`src/rtl/int_op_eval_unit.sv`:
```
// int_op_eval_unit
//   Sequential integer operator evaluator. Accepts one (opcode, a, b) request at a
//   time over a valid/ready handshake and returns a WIDTH-bit result plus an error
//   flag over a valid/ready response. Results match constant folding bit for bit.
//   DIV/MOD run a restoring divider on |a|,|b| (one quotient bit per cycle) followed
//   by a sign-fix cycle; every other opcode completes in the cycle of acceptance.
//
// Ports
//   clk_i         clock, rising edge
//   rst_ni        asynchronous reset, active low
//   req_valid_i   request valid
//   req_ready_o   request ready (high only in IDLE)
//   req_op_i      opcode: 0 ADD,1 SUB,2 EQ,3 NE,4 GE,5 GT,6 LE,7 LT,8 LNOT,9 BNOT,
//                 10 MUL,11 DIV,12 MOD,13 SHL,14 ASHL,15 SHR,16 ASHR; 17..31 illegal
//   req_a_i       operand a
//   req_b_i       operand b (unsigned shift amount for shifts)
//   resp_valid_o  response valid
//   resp_ready_i  response ready
//   resp_data_o   result
//   resp_err_o    divide/mod by zero or illegal opcode
module int_op_eval_unit #(
  parameter int WIDTH  = 32,
  parameter bit SIGNED = 1'b1
) (
  input  logic             clk_i,
  input  logic             rst_ni,
  input  logic             req_valid_i,
  output logic             req_ready_o,
  input  logic [4:0]       req_op_i,
  input  logic [WIDTH-1:0] req_a_i,
  input  logic [WIDTH-1:0] req_b_i,
  output logic             resp_valid_o,
  input  logic             resp_ready_i,
  output logic [WIDTH-1:0] resp_data_o,
  output logic             resp_err_o
);

  localparam int CW = (WIDTH > 1) ? $clog2(WIDTH) : 1;

  typedef enum logic [4:0] {
    OP_ADD  = 5'd0,  OP_SUB  = 5'd1,  OP_EQ   = 5'd2,  OP_NE   = 5'd3,
    OP_GE   = 5'd4,  OP_GT   = 5'd5,  OP_LE   = 5'd6,  OP_LT   = 5'd7,
    OP_LNOT = 5'd8,  OP_BNOT = 5'd9,  OP_MUL  = 5'd10, OP_DIV  = 5'd11,
    OP_MOD  = 5'd12, OP_SHL  = 5'd13, OP_ASHL = 5'd14, OP_SHR  = 5'd15,
    OP_ASHR = 5'd16
  } op_e;

  typedef enum logic [1:0] {
    S_IDLE,
    S_DIV,
    S_FIX,
    S_RESP
  } state_e;

  state_e           state_q;
  logic             req_ready_q;
  logic             resp_valid_q;
  logic [WIDTH-1:0] resp_data_q;
  logic             resp_err_q;

  // Divider state: remainder, dividend/quotient shift register, divisor.
  logic [WIDTH-1:0] dv_rem_q, dv_quo_q, dv_div_q;
  logic [CW-1:0]    dv_cnt_q;
  logic             dv_qneg_q, dv_rneg_q, dv_mod_q;

  assign req_ready_o  = req_ready_q;
  assign resp_valid_o = resp_valid_q;
  assign resp_data_o  = resp_data_q;
  assign resp_err_o   = resp_err_q;

  function automatic logic [WIDTH-1:0] zext(input logic v);
    logic [WIDTH-1:0] r;
    r    = '0;
    r[0] = v;
    return r;
  endfunction

  // Single-cycle result, computed straight from the request inputs at accept.
  logic [WIDTH-1:0] alu_data_d;
  logic             alu_err_d;
  logic             a_lt_b, a_eq_b, sh_big, a_sign;

  always_comb begin
    alu_data_d = '0;
    alu_err_d  = 1'b0;
    a_eq_b     = (req_a_i == req_b_i);
    a_lt_b     = SIGNED ? ($signed(req_a_i) < $signed(req_b_i)) : (req_a_i < req_b_i);
    sh_big     = (req_b_i >= WIDTH);
    a_sign     = SIGNED && req_a_i[WIDTH-1];
    case (req_op_i)
      OP_ADD:  alu_data_d = req_a_i + req_b_i;
      OP_SUB:  alu_data_d = req_a_i - req_b_i;
      OP_EQ:   alu_data_d = zext(a_eq_b);
      OP_NE:   alu_data_d = zext(!a_eq_b);
      OP_GE:   alu_data_d = zext(!a_lt_b);
      OP_GT:   alu_data_d = zext(!a_lt_b && !a_eq_b);
      OP_LE:   alu_data_d = zext(a_lt_b || a_eq_b);
      OP_LT:   alu_data_d = zext(a_lt_b);
      OP_LNOT: alu_data_d = zext(req_a_i == '0);
      OP_BNOT: alu_data_d = ~req_a_i;
      OP_MUL:  alu_data_d = req_a_i * req_b_i;
      // Only reached here with b == 0; nonzero divisors go through the divider.
      OP_DIV, OP_MOD: alu_err_d = 1'b1;
      OP_SHL, OP_ASHL: alu_data_d = sh_big ? '0 : (req_a_i << req_b_i);
      OP_SHR:  alu_data_d = sh_big ? '0 : (req_a_i >> req_b_i);
      // Sign fill done as ~(~a >> b) so no signed shift is needed.
      OP_ASHR: begin
        if (sh_big)      alu_data_d = {WIDTH{a_sign}};
        else if (a_sign) alu_data_d = ~((~req_a_i) >> req_b_i);
        else             alu_data_d = req_a_i >> req_b_i;
      end
      default: alu_err_d = 1'b1;
    endcase
  end

  // One restoring-division step.
  logic [WIDTH:0]   dv_rem_sh;
  logic             dv_ge;
  logic [WIDTH-1:0] dv_rem_d, dv_quo_d;

  always_comb begin
    dv_rem_sh = {dv_rem_q, dv_quo_q[WIDTH-1]};
    dv_ge     = (dv_rem_sh >= {1'b0, dv_div_q});
    // When dv_ge the difference is below the divisor, so WIDTH bits suffice.
    dv_rem_d  = dv_ge ? (dv_rem_sh[WIDTH-1:0] - dv_div_q) : dv_rem_sh[WIDTH-1:0];
    dv_quo_d  = {dv_quo_q[WIDTH-2:0], dv_ge};
  end

  logic             b_sign, is_div_op;
  logic [WIDTH-1:0] abs_a, abs_b;

  always_comb begin
    b_sign    = SIGNED && req_b_i[WIDTH-1];
    abs_a     = a_sign ? (-req_a_i) : req_a_i;
    abs_b     = b_sign ? (-req_b_i) : req_b_i;
    is_div_op = (req_op_i == OP_DIV) || (req_op_i == OP_MOD);
  end

  always_ff @(posedge clk_i or negedge rst_ni) begin
    if (!rst_ni) begin
      state_q      <= S_IDLE;
      req_ready_q  <= 1'b1;
      resp_valid_q <= 1'b0;
      resp_data_q  <= '0;
      resp_err_q   <= 1'b0;
      dv_rem_q     <= '0;
      dv_quo_q     <= '0;
      dv_div_q     <= '0;
      dv_cnt_q     <= '0;
      dv_qneg_q    <= 1'b0;
      dv_rneg_q    <= 1'b0;
      dv_mod_q     <= 1'b0;
    end else begin
      case (state_q)
        S_IDLE: begin
          if (req_valid_i) begin
            req_ready_q <= 1'b0;
            if (is_div_op && (req_b_i != '0)) begin
              state_q   <= S_DIV;
              dv_rem_q  <= '0;
              dv_quo_q  <= abs_a;
              dv_div_q  <= abs_b;
              dv_cnt_q  <= '0;
              dv_qneg_q <= a_sign ^ b_sign;
              dv_rneg_q <= a_sign;
              dv_mod_q  <= (req_op_i == OP_MOD);
            end else begin
              state_q      <= S_RESP;
              resp_valid_q <= 1'b1;
              resp_data_q  <= alu_data_d;
              resp_err_q   <= alu_err_d;
            end
          end
        end
        S_DIV: begin
          dv_rem_q <= dv_rem_d;
          dv_quo_q <= dv_quo_d;
          dv_cnt_q <= dv_cnt_q + 1'b1;
          if (dv_cnt_q == CW'(WIDTH - 1)) state_q <= S_FIX;
        end
        S_FIX: begin
          // Quotient truncates toward zero; remainder takes the sign of a.
          if (dv_mod_q) resp_data_q <= dv_rneg_q ? (-dv_rem_q) : dv_rem_q;
          else          resp_data_q <= dv_qneg_q ? (-dv_quo_q) : dv_quo_q;
          resp_err_q   <= 1'b0;
          resp_valid_q <= 1'b1;
          state_q      <= S_RESP;
        end
        S_RESP: begin
          if (resp_ready_i) begin
            resp_valid_q <= 1'b0;
            req_ready_q  <= 1'b1;
            state_q      <= S_IDLE;
          end
        end
        default: begin
          state_q      <= S_IDLE;
          req_ready_q  <= 1'b1;
          resp_valid_q <= 1'b0;
        end
      endcase
    end
  end

endmodule

```
`config.mk`:
```
export PLATFORM = sky130hd
export DESIGN_NAME = int_op_eval_unit
export DESIGN_NICKNAME = d
export VERILOG_FILES = /design/src/rtl/int_op_eval_unit.sv
export SDC_FILE = /design/constraint.sdc
export NUM_CORES = 2
export LEC_CHECK = 0
export CAP_MARGIN = 25
export CORE_MARGIN = 2
export CORE_UTILIZATION = 30
export DETAILED_ROUTE_END_ITERATION = 16
export PLACE_DENSITY = 0.54
export RECOVER_POWER = 50
export SKIP_LAST_GASP = 1
export SYNTH_ARGS = -nofsm -noshare
export SYNTH_HDL_FRONTEND = slang
export SYNTH_SLANG_ARGS = --single-unit
```
`constraint.sdc`:
```
create_clock -name clk_i -period 10.7 [get_ports clk_i]
set_input_delay 1.07 -clock clk_i [delete_from_list [all_inputs] [get_ports clk_i]]
set_output_delay 1.07 -clock clk_i [all_outputs]
set_load 0.01 [all_outputs]
```
; ---- Yosys cells after proc, flatten, opt, wreduce, memory -nomap -nowiden
; Cells that the tools add are included.
[op_classes]
n_addsub = 8
multipliers = 1
n_lt_le_gt_ge = 3
eq_ne = 26
shift = 3
muxes = 39
bitwise_logic = 3
reduce_logical = 22
[op_table]
columns = op, count
row1 = $mux 32, 16
row2 = $pmux 32 s14, 1
row3 = $pmux 32 s2, 3
row4 = $neg 32->32, 4
row5 = $not 32->32, 2
row6 = $shr 32x32->32, 2
row7 = $sub 32x32->32, 2
row8 = $eq 5x4->1 const B, 8
row9 = $ge 33x32->1, 1
row10 = $add 32x32->32, 1
row11 = $eq 32x32->1, 1
row12 = $ge 32x6->1 const B, 1
row13 = $logic_not 32->1, 1
row14 = $lt 32x32->1, 1
row15 = $mul 32x32->32, 1
row16 = $reduce_bool 32->1, 1
row17 = $shl 32x32->32, 1
row18 = $eq 5x3->1 const B, 4
row19 = $reduce_and 3->1, 5
row20 = $reduce_or 15->1, 1
row21 = $eq 5x2->1 const B, 2
row22 = $eq 5x5->1 const B, 2
row23 = $mux 5, 2
row24 = $ne 2x2->1 const B, 5
row25 = other kinds (20), 37
[word_totals]
register_bits = 141
input_bits = 73
elab_cells = 117

; ---- Longest topological paths before layout
[logic_depth]
word_depth = 9
ltp_mapped = 30

; ---- Least setup slack after synthesis
; OpenSTA, ideal clock, no wires.
[synth_timing]
path_kind = input port to flip-flop
from = in req_b_i[1]
to = reg resp_data_q[31], in the netlist resp_data_o[31]
t_arrival_ns = 9.178
path_slack_ns = 1.401
stages = 28
n_path_buf = 7
cell_sequence = clkbuf_1 > clkbuf_1 > buf_2 > buf_1 > clkbuf_1 > clkbuf_1 > clkbuf_1 > nand2_1 > fa_1 > fa_1 > fa_1 > inv_1 > fa_1 > inv_1 > fa_1 > inv_1 > fa_1 > fa_1 > ha_1 > a21oi_1 > o21ai_0 > a311o_1 > o41ai_1 > o21ai_0 > a21oi_1 > xnor2_1 > nor2_1 > o22a_1
[synth_via]
elab_chain_cells = 8
word_cells_on_any_way = 20
[synth_rtl]
columns = element, line
row1 = "start, declared", 31  ; input logic [WIDTH-1:0] req_b_i,
row2 = "parallel branches: the longest is 8 deep, another holds $mul 32x32->32", -
row3 = "end signal, assigned", 170  ; resp_data_q <= alu_data_d;
row4 = "end signal, assigned", 183  ; if (dv_mod_q) resp_data_q <= dv_rneg_q ? (-dv_rem_q) : dv_rem_q;
row5 = "end signal, assigned", 184  ; else resp_data_q <= dv_qneg_q ? (-dv_quo_q) : dv_quo_q;
row6 = "end, declared", 58  ; logic [WIDTH-1:0] resp_data_q;
; Several ways; the timed one is not identified. The select of a mux whose other input is x is not followed.
; A chain may end at the register's enable or synchronous reset.

; ---- Worst setup path after layout
[layout_timing]
from = in req_a_i[13]
to = reg resp_data_q[29], in the netlist resp_data_o[29]
[layout_via]
elab_chain_cells = 9
word_cells_on_any_way = 16
[layout_rtl]
columns = element, line
row1 = "start, declared", 30  ; input logic [WIDTH-1:0] req_a_i,
row2 = "parallel branches: the longest is 5 deep, another holds $mul 32x32->32", -
row3 = $pmux 32 s14 (*), 90  ; case (req_op_i)
row4 = $mux 32 (*), 158  ; if (is_div_op && (req_b_i != '0)) begin
row5 = $mux 32 (*), 156  ; if (req_valid_i) begin
row6 = $pmux 32 s2 (*), 154  ; case (state_q)
; Mark *: on every way between the ends. The select of a mux whose other input is x is not followed.

==> flow_metrics.env <==
export IMPL_fin_setup_tns_ps=0
export IMPL_skew_ps=24.55
export IMPL_rsz0062_at_grt="no"
export IMPL_endpoint_kind="flop"
export IMPL_synthTopCellsByArea="fa_1 (24%), dfrtp_1 (10%), ha_1 (8.3%)"
export IMPL_die_h_um=342.6
export IMPL_maxCapViolations=2
export IMPL_violations="capacitance limit, slew limit"
export IMPL_finalSetupViolations=0
export IMPL_gp_congestion=1.011
export IMPL_timing_critical_path_mode_cell="fa_1"
export IMPL_worst_slack_ps=1637
export IMPL_crit_fanout=17
export IMPL_grt_overflow_total=0
export IMPL_num_vias=32820
export IMPL_cts_sink_count=141
export IMPL_synth_seq_cells=141
export IMPL_cp_slowest_cell="clkdlybuf4s50_1"
export IMPL_status="complete, but fails checks"
export IMPL_clock_path_buffers=2
export IMPL_post_cts_repair_setup_buffers=0
export IMPL_crit_chain="clkdlybuf4s50_1 -> buf_4 -> ha_1 -> fa_1 -> fa_1 -> inv_1 -> fa_1 -> fa_1 -> inv_1 -> fa_1 -> fa_1 -> fa_1 -> fa_1 -> ha_1 -> a21o_1 -> a21oi_1 -> a21oi_1 -> a31oi_1 -> o22ai_1 -> nor3_1 -> nand4_1 -> a221oi_1 -> o22ai_1"
export IMPL_pre_cts_ws_ps=1065
export IMPL_slew_viol_final=141
export IMPL_nNetsFinal=4957
export IMPL_cp_arrival_ps=9380
export IMPL_hold_viol_final=0
export IMPL_yosysSeqAreaShare_pct=10.26
export IMPL_syn_area_um2=34390
export IMPL_place_hpwl_mm=121.5
export IMPL_clk_latency_ps=460
export IMPL_crit_buf_inv=4
export IMPL_startpoint_type="primary input"
export IMPL_yosys_warnings=0
export IMPL_io_buffers=107
export IMPL_dieArea_um2=117400
export IMPL_ys_types=86
export IMPL_crit_end="resp_data_o[29]$_DFFE_PN0P_"
export IMPL_antenna_found_initial=8
export IMPL_hold_class="flop to flop"
export IMPL_maxSlewHeadroom_pct=-188.6
export IMPL_worst_path_stages=23
export IMPL_chipWidth_um=342.6
export IMPL_routed_wl_mm=158.4
export IMPL_synthFlopType="dfrtp_1"
export IMPL_max_stage_delay_ps=1040
export IMPL_dp_cells=5732
export IMPL_startpoint="req_a_i[13]"
export IMPL_max_freq_mhz=110.3
export IMPL_hold_buffers=0
export IMPL_reg2reg_slack_ps=6460
export IMPL_period_share_pct=84.70
export IMPL_timing_rr_end="resp_data_o[31]$_DFFE_PN0P_"
export IMPL_grt_pass1_wl_mm=230.9
export IMPL_synth_top_cell_by_area="fa_1"
export IMPL_wire_per_inst_um=27.45
export IMPL_drive_gt1_share_pct=6.249
export IMPL_final_antenna_net_count=0
export IMPL_area_growth_pct=9.671
export IMPL_critPathKind="primary input to flop"
export IMPL_cts_tree="built"
export IMPL_mostFrequentLayoutCell="nand2_1"
export IMPL_final_cell_mix="nand2_1 (497), inv_1 (493), fa_1 (411)"
export IMPL_root_buffer="clkbuf_16"
export IMPL_netlist_area_leader_share_pct=23.93
export IMPL_core_um2=114000
export IMPL_clkSlewWorstSetupHoldPaths_ps=70
export IMPL_postCtsResizedCells=0
export IMPL_drt_pass1_iter_count=6
export IMPL_critical_path_top_delay_family="adder cells"
export IMPL_worstMarginPinSlew_ps=4329
export IMPL_rows=124
export IMPL_syn_area_per_cell_um2=7.990
export IMPL_cp_required_ps=11020
export IMPL_syn_inst=4304
export IMPL_io_pins=108
export IMPL_grt_usage_pct=26.70
export IMPL_ff2ff_path_depth=10
export IMPL_first_iter_violations=3538
export IMPL_grt_pass1_vias=32580
export IMPL_synth_edf_count=0
export IMPL_drc=0
export IMPL_numCtsBuffers=17
export IMPL_htree_levels=4
export IMPL_start_util_pct=30.16
export IMPL_reg2reg_from="dv_rem_q[7]$_DFFE_PN0P_"
export IMPL_grt_max_degree=75
export IMPL_stdcell_count=5772
export IMPL_fin_crit_ps=9063
export IMPL_mappedNetlistNets=5017
export IMPL_fillers=12220
export IMPL_vias_per_cell=5.686
export IMPL_ys_async_sr_fraction_pct=100.0
[worst reg2reg max path: stages, from the launching register on]
cell,delay (ps)
dfrtp_1,480
or4_1,620
or3_1,400
or4_1,600
or3_1,450
mux2i_1,230
o41ai_2,180
nor4_1,560
nor4b_2,320
a22oi_1,110
o22a_1,190
[area by class of cell]
class	count	area, um2	share of cell area (%)
Inverter	499	1873	4.966
Timing Repair Buffer	230	1958	5.192
Tap cell	1512	1892	5.016
Antenna cell	3	7.507	0.01991
Sequential cell	141	3531	9.362
Clock buffer	17	425.4	1.128
Multi-Input combinational cell	3355	27820	73.77
Clock inverter	15	205.2	0.5441
[worst min-delay path by stage]
| stage | startpoint | to | slack, ps | cells after the start |
|---|---|---|---|---|
| 2_1_floorplan | dv_cnt_q[4]$_DFFE_PN0P_ | dv_cnt_q[4]$_DFFE_PN0P_ | 450 | 2 |
| 3_3_place_gp | req_ready_o$_DFFE_PN1P_ | req_ready_o$_DFFE_PN1P_ | 440 | 2 |
| 3_5_place_dp | req_ready_o$_DFFE_PN1P_ | req_ready_o$_DFFE_PN1P_ | 450 | 2 |
| 4_1_cts | req_ready_o$_DFFE_PN1P_ | req_ready_o$_DFFE_PN1P_ | 460 | 2 |
| 5_1_grt | req_ready_o$_DFFE_PN1P_ | req_ready_o$_DFFE_PN1P_ | 480 | 2 |
| 6_report | req_ready_o$_DFFE_PN1P_ | req_ready_o$_DFFE_PN1P_ | 460 | 2 |
[sequential cells by signal, indices dropped and copies added, names as in the netlist]
register      cells
state_q           2
dv_quo_q         32
dv_rneg_q         1
dv_mod_q          1
req_ready_o       1
dv_cnt_q          5
resp_err_o        1
dv_div_q         32
dv_qneg_q         1
resp_data_o      32
dv_rem_q         32
resp_valid_o      1
[kinds of logic (layout without fill, tap and decap cells)]
group,Yosys count,in the layout,synth area share (%)
other cells,0,3,0
compound gates,942,942,17.56
xor+xnor,239,239,6.087
fa+ha+maj,640,640,32.26
simple gates,1388,1388,19.15
buf+inv,808,761,8.925
mux,146,146,5.756
flops,141,141,10.26
[layer usage]
layer,wire (um),GRT usage [%]
met1,66070,35.70
met2,70510,42.04
met3,12780,4.122
met4,9037,13.00
met5,16,0
[Yosys cell counts (8+ instances only)]
cell / instances
o21ai_0: 258
or3_1: 21
dfrtp_1: 140
and2_1: 254
a221oi_1: 13
nor4_1: 30
nand2b_1: 28
nand3_1: 40
nor2b_1: 20
a32oi_1: 10
a211oi_1: 30
a221o_1: 14
nand2_1: 498
clkbuf_1: 264
buf_1: 36
o21a_1: 19
and3_1: 16
nand3b_1: 10
a31oi_1: 35
inv_1: 493
a21boi_0: 13
o41ai_1: 21
fa_1: 411
o22ai_1: 54
o31ai_1: 48
xnor2_1: 158
o221ai_1: 13
a22oi_1: 15
a21o_1: 40
o211ai_1: 32
mux4_2: 40
a2111oi_0: 8
mux2_2: 14
nor3_1: 71
nor2_1: 328
o21bai_1: 17
xor2_1: 81
or4_1: 22
a21oi_1: 222
ha_1: 229
nand4_1: 20
mux2i_1: 92
[per-stage QoR]
| stage | utilization [%] | hold slack [ps] | instance area (um2) |
|---|---|---|---|
| global placement | 32.44 | 441.1 | 37000 |
| CTS | 33.01 | 459.2 | 37650 |
| floorplan | - | 445.3 | 34390 |
| detailed placement | 32.46 | 448.9 | 37020 |
| finish | 33.07 | 455.9 | 37710 |
| global route | 33.07 | 479.5 | 37710 |
Power is not shown: default switching activity piles up to over one toggle a cycle in this logic, so the estimate is an artifact.
